**config.mk**
```make
export PLATFORM = sky130hd
export DESIGN_NAME = msg_tx_arbiter
export DESIGN_NICKNAME = d
export VERILOG_FILES = /design/src/rtl/msg_comm_pkg.sv /design/src/rtl/msg_rr_arbiter.sv /design/src/rtl/msg_tx_arbiter.sv
export SDC_FILE = /design/constraint.sdc
export NUM_CORES = 1
export LEC_CHECK = 0
export BUFFER_PORTS_ARGS = -buffer_cell sky130_fd_sc_hd__buf_4
export CAP_MARGIN = 20
export CELL_PAD_IN_SITES_DETAIL_PLACEMENT = 0
export CELL_PAD_IN_SITES_GLOBAL_PLACEMENT = 2
export CORE_MARGIN = 2
export CORE_UTILIZATION = 37
export DETAILED_ROUTE_END_ITERATION = 16
export MAX_ROUTING_LAYER = met4
export PLACE_DENSITY = 0.82
export SKIP_CTS_REPAIR_TIMING = 1
export SLEW_MARGIN = 0
export SYNTH_ARGS = -nofsm -noshare
export SYNTH_HDL_FRONTEND = slang
export SYNTH_SLANG_ARGS = --single-unit
```
**constraint.sdc**
```tcl
create_clock -name clk -period 8.3 [get_ports clk]
set_clock_uncertainty 0.15 [all_clocks]
set_input_delay 0.83 -clock clk [delete_from_list [all_inputs] [get_ports clk]]
set_output_delay 0.83 -clock clk [all_outputs]
set_load 0.05 [all_outputs]
```
**src/rtl/msg_comm_pkg.sv**
```systemverilog
// Shared definitions for the message TX/RX path: byte width, default frame
// length width, inter-frame gap and progress timeout, and the TX arbiter
// state encoding.
package msg_comm_pkg;

  localparam int unsigned BYTE_W             = 8;
  localparam int unsigned LEN_W_DEF          = 16;
  localparam int unsigned GAP_CYCLES_DEF     = 16;
  localparam int unsigned TIMEOUT_CYCLES_DEF = 65535;
  localparam int unsigned ID_W               = 3;

  typedef enum logic [2:0] {
    ST_IDLE,
    ST_ARB,
    ST_START,
    ST_XFER,
    ST_WAIT_DONE,
    ST_GAP
  } msg_tx_state_e;

endpackage

```
**src/rtl/msg_rr_arbiter.sv**
```systemverilog
// Combinational round-robin picker.
//   req  : request vector
//   ptr  : highest-priority index for this pick
//   gnt  : one-hot grant (all zero when nothing requested)
//   idx  : binary index of the granted bit
//   any  : at least one request present
module msg_rr_arbiter #(
  parameter int unsigned NUM_REQ = 4,
  parameter int unsigned IDX_W   = 2
) (
  input  logic [NUM_REQ-1:0] req,
  input  logic [IDX_W-1:0]   ptr,
  output logic [NUM_REQ-1:0] gnt,
  output logic [IDX_W-1:0]   idx,
  output logic               any
);

  // Two passes replace a modular scan: first the lowest request at or above
  // ptr, otherwise the lowest request overall (which must lie below ptr).
  always_comb begin
    gnt = '0;
    idx = '0;
    any = 1'b0;
    for (int unsigned k = 0; k < NUM_REQ; k++) begin
      if (!any && req[k] && (k >= 32'(ptr))) begin
        any    = 1'b1;
        gnt[k] = 1'b1;
        idx    = IDX_W'(k);
      end
    end
    for (int unsigned k = 0; k < NUM_REQ; k++) begin
      if (!any && req[k]) begin
        any    = 1'b1;
        gnt[k] = 1'b1;
        idx    = IDX_W'(k);
      end
    end
  end

endmodule

```
**src/rtl/msg_tx_arbiter.sv**
```systemverilog
// Shares the message TX serializer between NUM_REQ requesters, one frame at
// a time in round-robin order. Per frame: announce the length, pace bytes
// from the granted source, wait for the serializer's frame-done, then hold
// off for GAP_CYCLES. A frame that makes no progress for TIMEOUT_CYCLES is
// abandoned with an error pulse.
//   clk, rst        : clock, asynchronous active-high reset
//   req_i/req_len_i : per-requester frame request and byte count
//   gnt_o           : registered one-hot grant
//   src_vld_i/src_data_i/src_rdy_o : per-requester byte handshake
//   tx_start_o/tx_len_o            : frame start pulse and length
//   tx_en_o/tx_data_o/tx_rdy_i     : byte strobe towards the serializer
//   tx_done_i       : serializer finished the frame
//   done_o          : completion pulse to the served requester
//   busy_o          : arbiter not idle
//   err_timeout_o/err_id_o         : abort pulse and aborted requester
module msg_tx_arbiter #(
  parameter int unsigned NUM_REQ        = 4,
  parameter int unsigned LEN_W          = msg_comm_pkg::LEN_W_DEF,
  parameter int unsigned GAP_CYCLES     = msg_comm_pkg::GAP_CYCLES_DEF,
  parameter int unsigned TIMEOUT_CYCLES = msg_comm_pkg::TIMEOUT_CYCLES_DEF
) (
  input  logic                       clk,
  input  logic                       rst,
  input  logic [NUM_REQ-1:0]         req_i,
  input  logic [NUM_REQ*LEN_W-1:0]   req_len_i,
  output logic [NUM_REQ-1:0]         gnt_o,
  input  logic [NUM_REQ-1:0]         src_vld_i,
  input  logic [NUM_REQ*8-1:0]       src_data_i,
  output logic [NUM_REQ-1:0]         src_rdy_o,
  output logic                       tx_start_o,
  output logic [LEN_W-1:0]           tx_len_o,
  output logic                       tx_en_o,
  output logic [7:0]                 tx_data_o,
  input  logic                       tx_rdy_i,
  input  logic                       tx_done_i,
  output logic [NUM_REQ-1:0]         done_o,
  output logic                       busy_o,
  output logic                       err_timeout_o,
  output logic [2:0]                 err_id_o
);

  import msg_comm_pkg::*;

  localparam int unsigned IDX_W    = (NUM_REQ > 1) ? $clog2(NUM_REQ) : 1;
  localparam logic [31:0] TO_LAST  = 32'(TIMEOUT_CYCLES - 1);
  localparam logic [31:0] GAP_LAST = 32'(GAP_CYCLES - 1);

  msg_tx_state_e state_q, state_d;

  logic [NUM_REQ-1:0] gnt_q;
  logic [IDX_W-1:0]   gidx_q;
  logic [IDX_W-1:0]   ptr_q;
  logic [LEN_W-1:0]   rem_q;
  logic [LEN_W-1:0]   tx_len_q;
  logic               tx_en_q;
  logic [7:0]         tx_data_q;
  logic [NUM_REQ-1:0] done_q;
  logic               err_q;
  logic [ID_W-1:0]    err_id_q;
  logic [31:0]        to_cnt;
  logic [31:0]        gap_cnt;

  logic [NUM_REQ-1:0] pick_gnt;
  logic [IDX_W-1:0]   pick_idx;
  logic               pick_any;
  logic [LEN_W-1:0]   pick_len;

  logic [LEN_W-1:0]   len_arr  [NUM_REQ];
  logic [7:0]         data_arr [NUM_REQ];

  logic               fire;
  logic               to_hit;

  always_comb begin
    for (int unsigned i = 0; i < NUM_REQ; i++) begin
      len_arr[i]  = req_len_i[i*LEN_W +: LEN_W];
      data_arr[i] = src_data_i[i*8 +: 8];
    end
  end

  msg_rr_arbiter #(
    .NUM_REQ (NUM_REQ),
    .IDX_W   (IDX_W)
  ) u_rr (
    .req (req_i),
    .ptr (ptr_q),
    .gnt (pick_gnt),
    .idx (pick_idx),
    .any (pick_any)
  );

  assign pick_len = len_arr[pick_idx];

  // State register
  always_ff @(posedge clk or posedge rst) begin
    if (rst) state_q <= ST_IDLE;
    else     state_q <= state_d;
  end

  // Next-state logic
  always_comb begin
    state_d = state_q;
    case (state_q)
      ST_IDLE:      if (|req_i) state_d = ST_ARB;
      ST_ARB: begin
        if (!pick_any)            state_d = ST_IDLE;
        else if (pick_len == '0)  state_d = ST_GAP;
        else                      state_d = ST_START;
      end
      ST_START:     state_d = ST_XFER;
      ST_XFER: begin
        if (to_hit)                                  state_d = ST_GAP;
        else if (fire && (rem_q == LEN_W'(1)))       state_d = ST_WAIT_DONE;
      end
      ST_WAIT_DONE: if (tx_done_i || to_hit) state_d = ST_GAP;
      ST_GAP:       if (gap_cnt == GAP_LAST) state_d = ST_IDLE;
      default:      state_d = ST_IDLE;
    endcase
  end

  // Output / handshake logic
  always_comb begin
    src_rdy_o  = '0;
    fire       = 1'b0;
    to_hit     = 1'b0;
    tx_start_o = (state_q == ST_START);
    busy_o     = (state_q != ST_IDLE);
    tx_len_o   = (state_q == ST_START) ? rem_q : tx_len_q;
    if ((state_q == ST_XFER) && tx_rdy_i && (rem_q != '0)) begin
      src_rdy_o[gidx_q] = 1'b1;
    end
    fire = (state_q == ST_XFER) && src_vld_i[gidx_q] && src_rdy_o[gidx_q];
    if (to_cnt == TO_LAST) begin
      to_hit = ((state_q == ST_XFER) && !fire) ||
               ((state_q == ST_WAIT_DONE) && !tx_done_i);
    end
  end

  // Datapath registers
  always_ff @(posedge clk or posedge rst) begin
    if (rst) begin
      gnt_q     <= '0;
      gidx_q    <= '0;
      ptr_q     <= '0;
      rem_q     <= '0;
      tx_len_q  <= '0;
      tx_en_q   <= 1'b0;
      tx_data_q <= '0;
      done_q    <= '0;
      err_q     <= 1'b0;
      err_id_q  <= '0;
      to_cnt    <= '0;
      gap_cnt   <= '0;
    end else begin
      tx_en_q <= fire;
      done_q  <= '0;
      err_q   <= 1'b0;
      if (fire) tx_data_q <= data_arr[gidx_q];

      case (state_q)
        ST_ARB: begin
          if (pick_any) begin
            gidx_q <= pick_idx;
            rem_q  <= pick_len;
            if (32'(pick_idx) == NUM_REQ - 1) ptr_q <= '0;
            else                              ptr_q <= pick_idx + 1'b1;
            if (pick_len == '0) done_q <= pick_gnt;
            else                gnt_q  <= pick_gnt;
          end
        end
        ST_START: tx_len_q <= rem_q;
        ST_XFER: begin
          if (fire) rem_q <= rem_q - 1'b1;
          if (to_hit) begin
            err_q    <= 1'b1;
            err_id_q <= ID_W'(gidx_q);
          end
        end
        ST_WAIT_DONE: begin
          if (tx_done_i) begin
            done_q <= gnt_q;
          end else if (to_hit) begin
            err_q    <= 1'b1;
            err_id_q <= ID_W'(gidx_q);
          end
        end
        default: ;
      endcase

      if (state_d == ST_GAP) gnt_q <= '0;

      if (fire || (state_d != state_q))                        to_cnt <= '0;
      else if ((state_q == ST_XFER) || (state_q == ST_WAIT_DONE)) to_cnt <= to_cnt + 1'b1;

      if ((state_q == ST_GAP) && (state_d == ST_GAP)) gap_cnt <= gap_cnt + 1'b1;
      else                                            gap_cnt <= '0;
    end
  end

  assign gnt_o         = gnt_q;
  assign tx_en_o       = tx_en_q;
  assign tx_data_o     = tx_data_q;
  assign done_o        = done_q;
  assign err_timeout_o = err_q;
  assign err_id_o      = err_id_q;

endmodule
```
Yosys cells after proc, flatten, opt, wreduce, memory -nomap -nowiden
Index checks and enable logic that the tools add are counted.
{"block": "classes", "add_sub_neg": 4, "multipliers": 0, "div": 0, "n_lt_le_gt_ge": 7, "n_eq_ne": 15, "shift": 0, "mux": 66, "bitwise": 2, "reduce_logical": 46}
{"operator": "two-way mux 32 bit", "count": 3}
{"operator": "two-way mux 16 bit", "count": 5}
{"operator": "adder 32 x 1 -> 32 bit (second input constant)", "count": 2}
{"operator": "binary-select mux 16 bit (select 2 bit)", "count": 1}
{"operator": "== test 32 x 16 -> 1 bit (second input constant)", "count": 1}
{"operator": "== test 32 x 4 -> 1 bit (second input constant)", "count": 1}
{"operator": "two-way mux 4 bit", "count": 8}
{"operator": "one-hot mux 16 bit (2 select lines)", "count": 1}
{"operator": "two-way mux 3 bit", "count": 9}
{"operator": "two-way mux 1 bit", "count": 22}
{"operator": "logical AND 1 bit", "count": 19}
{"operator": "one-hot mux 3 bit (6 select lines)", "count": 1}
{"operator": "binary-select mux 8 bit (select 2 bit)", "count": 1}
{"operator": "== test 16 x 1 -> 1 bit (second input constant)", "count": 1}
{"operator": "zero test 16 bit", "count": 1}
{"operator": "two-way mux 8 bit", "count": 2}
{"operator": "nonzero test 16 bit", "count": 1}
{"operator": "subtractor 16 x 1 -> 16 bit (second input constant)", "count": 1}
{"operator": "two-way mux 2 bit", "count": 7}
{"operator": "nonzero test 2 bit", "count": 5}
{"operator": "== test 3 bit (second input constant)", "count": 3}
{"operator": "zero test 1 bit", "count": 9}
{"operator": "one-hot mux 4 bit (2 select lines)", "count": 1}
{"operator": "== test 3 x 2 -> 1 bit (second input constant)", "count": 2}
{"operator": "other kinds (22)", "count": 33}
{"block": "word_totals", "regBits": 124, "latchBits": 0, "ram_bits": 0, "rom_bits": 0, "in_bits": 108, "output_inout_bits": 43, "wordCells": 153, "mem_count": 0}

Depth between registers and ports, before layout
{"block": "depth", "depth_word": 37, "ltp_mapped": 12, "ltp_nobuf": 11}

Cells and area by module
From an unflattened synthesis, not the netlist that was laid out.
{"block": "hier_totals", "cells_unflattened": 729, "area_unflattened_um2": 7309.5}
{"mod": "msg_tx_arbiter", "n_inst": 1, "cells_per_inst": 696, "area_per_inst_um2": 7086.8, "seq_area_each_um2": 3078.0}
{"mod": "msg_rr_arbiter", "n_inst": 1, "cells_per_inst": 33, "area_per_inst_um2": 222.7, "seq_area_each_um2": 0.0}

Worst setup path after synthesis
OpenSTA, ideal clock, no wires.
{"block": "synth_path", "kind": "reg2out", "start": "register state_q[0]", "end": "output tx_len_o[10]", "arrival_ps": 2579, "required_ps": 7320, "slack_ps": 4741, "path_stages_with_launch": 5, "n_path_buf": 2, "path_cell_list": "dfrtp_1 > clkbuf_1 > nor3b_1 > clkbuf_1 > mux2_2"}
{"block": "synth_between", "elab_chain_cells": 2}
{"item": "start, declared", "line_no": "msg_tx_arbiter.sv:48", "rtl": "msg_tx_state_e state_q, state_d;"}
{"item": "start signal, assigned", "line_no": "msg_tx_arbiter.sv:97", "rtl": "else state_q <= state_d;"}
{"item": "== test 3 x 2 -> 1 bit"}
{"item": "named net tx_start_o", "line_no": "msg_tx_arbiter.sv:30", "rtl": "output logic tx_start_o,"}
{"item": "two-way mux 16 bit"}
{"item": "end, declared", "line_no": "msg_tx_arbiter.sv:31", "rtl": "output logic [LEN_W-1:0] tx_len_o,"}
The timed path passes the listed nets, and every way through them passes these cells.

Worst setup path after layout
{"block": "layout_path", "start": "register state_q[0]", "end": "register to_cnt[30]"}
{"block": "layout_between", "elab_chain_cells": 17, "word_cells_on_any_way": 31, "classes_between": "eq/ne (6); mux (11); reduce/logical (14)"}
{"item": "== test 3 x 2 -> 1 bit"}
{"item": "logical AND 1 bit (2 in series)", "line_no": "msg_tx_arbiter.sv:129", "rtl": "if ((state_q == ST_XFER) && tx_rdy_i && (rem_q != '0)) begin"}
{"item": "two-way mux 4 bit", "line_no": "msg_tx_arbiter.sv:129"}
{"item": "binary-select mux 1 bit (select 2 bit)", "line_no": "msg_tx_arbiter.sv:132", "rtl": "fire = (state_q == ST_XFER) && src_vld_i[gidx_q] && src_rdy_o[gidx_q];"}
{"item": "two-way mux 1 bit (implied by the code)", "line_no": "msg_tx_arbiter.sv:132"}
{"item": "logical AND 1 bit", "line_no": "msg_tx_arbiter.sv:132"}
{"item": "zero test 1 bit", "line_no": "msg_tx_arbiter.sv:134", "rtl": "to_hit = ((state_q == ST_XFER) && !fire) ||"}
{"item": "logical AND 1 bit", "line_no": "msg_tx_arbiter.sv:134"}
{"item": "logical OR 1 bit", "line_no": "msg_tx_arbiter.sv:134"}
{"item": "two-way mux 1 bit", "line_no": "msg_tx_arbiter.sv:133", "rtl": "if (to_cnt == TO_LAST) begin"}
{"item": "logical OR 1 bit", "line_no": "msg_tx_arbiter.sv:115", "rtl": "ST_WAIT_DONE: if (tx_done_i || to_hit) state_d = ST_GAP;"}
{"item": "two-way mux 3 bit", "line_no": "msg_tx_arbiter.sv:115"}
{"item": "one-hot mux 3 bit (6 select lines)", "line_no": "msg_tx_arbiter.sv:103", "rtl": "case (state_q)"}
{"item": "!= test 3 bit", "line_no": "msg_tx_arbiter.sv:192", "rtl": "if (fire || (state_d != state_q)) to_cnt <= '0;"}
{"item": "logical OR 1 bit", "line_no": "msg_tx_arbiter.sv:192"}
{"item": "two-way mux 32 bit / nonzero test 2 bit (equally long branches)"}
{"item": "end signal, assigned", "line_no": "msg_tx_arbiter.sv:193", "rtl": "else if ((state_q == ST_XFER) || (state_q == ST_WAIT_DONE)) to_cnt <= to_cnt + 1'b1;"}
{"item": "end, declared", "line_no": "msg_tx_arbiter.sv:60", "rtl": "logic [31:0] to_cnt;"}
Parallel ways exist; a longest one is shown, timed or not. The select of a mux whose other input is x is not followed.
A chain may end at the register's enable or synchronous reset.

==> flow_results.org <==
** Synthesis
- A synthesized cell averages 10.32 µm².
- Post-synth EDFFs :: 0
- Synthesized area :: between 7000 and 8000 µm²
- The share of the Yosys chip area taken by registers is 0.4284.
- Count of synthesis-stage warnings from yosys :: 0
- Most used flip-flop cell after synthesis :: sky130_fd_sc_hd__dfrtp_1
- Number of distinct library cell variants in the gate-level netlist after synthesis :: 65
- Synthesis inferred between 100 and 150 register bits.
- In the synthesized netlist the async set-or-reset flop fraction comes to 1.000.
- When the netlist entered floorplanning its net count stood at around 800.
- Synthesis handed over a netlist of 696 instances.

** STA
- In this run the tightest slew margin relative to its limit is 0.3407.
- At the pin with the least slew margin, the transition time is between 0.9 and 1 ns.
- In the post-route analysis, the smallest setup slack over all paths is ~4.5 ns.
- Final setup violation count :: 0
- Period minus WS final :: about 3.8 ns
- The count of endpoints failing hold in the final timing report was 0.
- Dividing the final minimum period by the clock period gives 0.4566.
- In the final timing run, aggregate negative setup slack is 0 ns.
- The number of max-slew violations in the final report is 0.
- For this run, the top clock speed supported by timing is 0.2639 GHz.
- Setup repair after global routing left no endpoint under its margin.

** Setup path
- STA puts the critical path data required time at between 8 and 9 ns.
- Along the worst path, the maximum fanout reaches 31.
- End of the worst register-to-register path :: to_cnt[30]
- Flop-to-flop setup slack :: roughly 4.5 ns
- STA puts the critical path data arrival time at 3.92 ns.
- Worst Setup Start Kind :: flop
- Worst r2r path cells :: 9
- Classification of the worst setup path :: flop to flop
- Start of the worst register-to-register path :: state_q[0]
- Type of destination of the critical path :: flop

** Clocking
- Clock edge transition at the registers on the reported setup and hold paths :: around 0.060 ns
- The clock drives about 120 sinks.
- The number of clock buffers added by TritonCTS is 17.
- Source-to-sink clock delay at the later pin of the worst-skew pair :: around 0.43 ns
- Buffer depth of the longest clock path :: 2
- TritonCTS clock tree :: yes
- The root buffer cell chosen for the clock tree is sky130_fd_sc_hd__clkbuf_16.
- H-tree lvl count :: 4

** Final layout
- Synth-to-layout area growth :: 26.98%
- Measured on the finished design, the core utilization comes to 0.4828.
- Number of nets at the end of the flow :: between 900 and 1000
- In the layout the commonest cells are sky130_fd_sc_hd__buf_4, sky130_fd_sc_hd__dfrtp_1, sky130_fd_sc_hd__nor2_1, sky130_fd_sc_hd__nand2_1, sky130_fd_sc_hd__xor2_1.
- Leading cell type in the layout, fill and taps excluded :: sky130_fd_sc_hd__buf_4
- Antenna Diode Count :: 0
- In the final layout, the share of cells above drive strength 1 is 0.3341.

** Hold path
- The worst hold path terminates at gap_cnt[0].
- Class of the tightest hold or removal check :: flop to flop
- Min-Delay Startpoint :: gap_cnt[0]
- Cell depth of the worst hold path :: 1

** Place
- Buffers placed on the I/O ports in this run total about 150.
- Timing analysis after detailed placement gives a worst setup slack of 4.414 ns.
- Dpl hpwl :: roughly 13000 µm
- The congestion estimate from routability-driven global placement came to 0.8252.

** Route
- Wirelength per Cell :: ~16 µm
- DR DRC count :: 0
- Post-route antenna net violation count :: 0
- Routed wire length :: ~18000 µm
- Average vias per placed instance :: 5.104
- Before antenna repair, the detailed router went through 4 iterations.
- For this block, the via count after detailed routing is 5635.
- The detailed router finished its first iteration with roughly 380 violations.

** Global route
- Global-route wire length before repair :: ~28000 µm
- Entering global routing, the biggest net connects 70 pins.
- The total overflow left after global routing is 0.
- Overall track demand over capacity in global routing :: 0.1809
- The initial antenna violation count was 0.
- The number of global-route vias before repair is between 5000 and 6000.

** Outcome
- Status :: finished clean

** Die
- The total area inside the core boundary comes to around 19000 µm².
- Io pins :: approximately 150
- From left edge to right edge, the die measures about 140 µm.
- In this run the core area contains 50 standard-cell rows.
- In this run the vertical extent of the chip is between 100 and 150 µm.
- Starting Density :: 0.3803
- The die covers between 20000 and 25000 µm².

** Job
- Max cap viols :: 0

** Power
- For this design the static power due to leakage is 3.977 nW.
- The design draws approximately 2.7 mW.
- Maximum ir drop on the vdd rail :: 0.1440 mV
- PwrDens :: between 200 and 300 nW/µm²
area by class of cell:
cell class,instances,area (µm²)
Fill cell,1730,9771
Multi-Input combinational cell,528,3857
Sequential cell,123,3078
Timing Repair Buffer,152,1141
Clock buffer,20,466.7
Tap cell,260,325.3
Clock inverter,11,214.0
Inverter,10,40.04
critical path, stage by stage (launching register included):
cell,delay [ns]
sky130_fd_sc_hd__dfrtp_1,0.63
sky130_fd_sc_hd__and3b_1,0.68
sky130_fd_sc_hd__nand3_1,0.18
sky130_fd_sc_hd__a21oi_2,0.58
sky130_fd_sc_hd__nand4_1,0.20
sky130_fd_sc_hd__nand3b_1,0.18
sky130_fd_sc_hd__nand2_1,0.08
sky130_fd_sc_hd__nand4_2,0.14
sky130_fd_sc_hd__a21o_4,0.68
sky130_fd_sc_hd__nor2_1,0.11
metal layers:
metal | track usage | share of wire | up-vias
li1 | - | - | 2742
met1 | 0.2322 | 0.45 | 2714
met2 | 0.2891 | 0.48 | 169
met3 | 0.04199 | 0.063 | 10
met4 | 0.04954 | 0.0068 | 0
met5 | - | 0 | -
sequential cells by signal, indices dropped and copies added, names as in the netlist:
| name | cells |
|---|---|
| done_o | 4 |
| err_id_o | 2 |
| err_timeout_o | 1 |
| gap_cnt | 32 |
| gidx_q | 2 |
| gnt_o | 4 |
| ptr_q | 2 |
| rem_q | 16 |
| state_q | 3 |
| to_cnt | 32 |
| tx_data_o | 8 |
| tx_en_o | 1 |
| tx_len_q | 16 |
where the power goes:
group / internal [mW] / switching [mW]
sequential: 0.722 / 0.140
combinational: 0.393 / 0.619
clock: 0.584 / 0.265
worst max path at each step:
stage / start / end / slack [ns] / cells past startpoint
2_1_floorplan: rst / done_o[0] / 4.05 / 1
3_3_place_gp: req_i[1] / done_o[2] / 4.53 / 10
3_5_place_dp: req_i[1] / gnt_o[3] / 4.41 / 10
4_1_cts: state_q[0] / to_cnt[30] / 4.50 / 9
5_1_grt: state_q[0] / to_cnt[30] / 4.17 / 9
6_report: state_q[0] / to_cnt[30] / 4.51 / 9
cell families (layout without fill, tap and decap cells):
logic type	count (synthesis)	count (layout)	share of synthesized area
DFF	123	123	0.4284
AOI/OAI and AO/OA	98	98	0.08830
adders and majority gates	5	5	0.008708
buffers and inverters	45	193	0.03553
and+or+nand+nor	285	285	0.2316
other	1	1	0.0005220
muxes	83	83	0.1386
xor gates and xnor gates	56	56	0.06827
cells in the mapped netlist, drive strengths merged, types with 4 or more instances:
master / n / share of area
clkbuf: 20 / 0.010
inv: 10 / 0.0052
o31ai: 4 / 0.0042
nor3: 13 / 0.0091
o22ai: 5 / 0.0044
nand2: 62 / 0.033
nand3: 25 / 0.017
or3: 12 / 0.010
nor4: 14 / 0.015
o22a: 4 / 0.0049
and2: 6 / 0.0052
nand4: 14 / 0.013
mux4: 9 / 0.028
o21ai: 31 / 0.022
ha: 5 / 0.0087
a32o: 4 / 0.0056
mux2: 42 / 0.066
nor3b: 4 / 0.0042
mux2i: 32 / 0.045
xnor2: 14 / 0.017
nor2: 93 / 0.080
nand2b: 9 / 0.0082
a22o: 5 / 0.0061
and3: 16 / 0.014
a21oi: 30 / 0.022
buf: 15 / 0.020
dfrtp: 123 / 0.43
xor2: 42 / 0.051
metrics by stage:
stage / area [µm²] / hold slack [ns] / std cells
2_1_floorplan: 7184 / 0.2829 / 696
3_3_place_gp: 8442 / 0.3027 / 1073
3_5_place_dp: 8442 / 0.3031 / 1073
4_1_cts: 9123 / 0.3107 / 1104
5_1_grt: 9123 / 0.3465 / 1104
6_report: 9123 / 0.3071 / 1104
(Power assumes the default switching activity.)
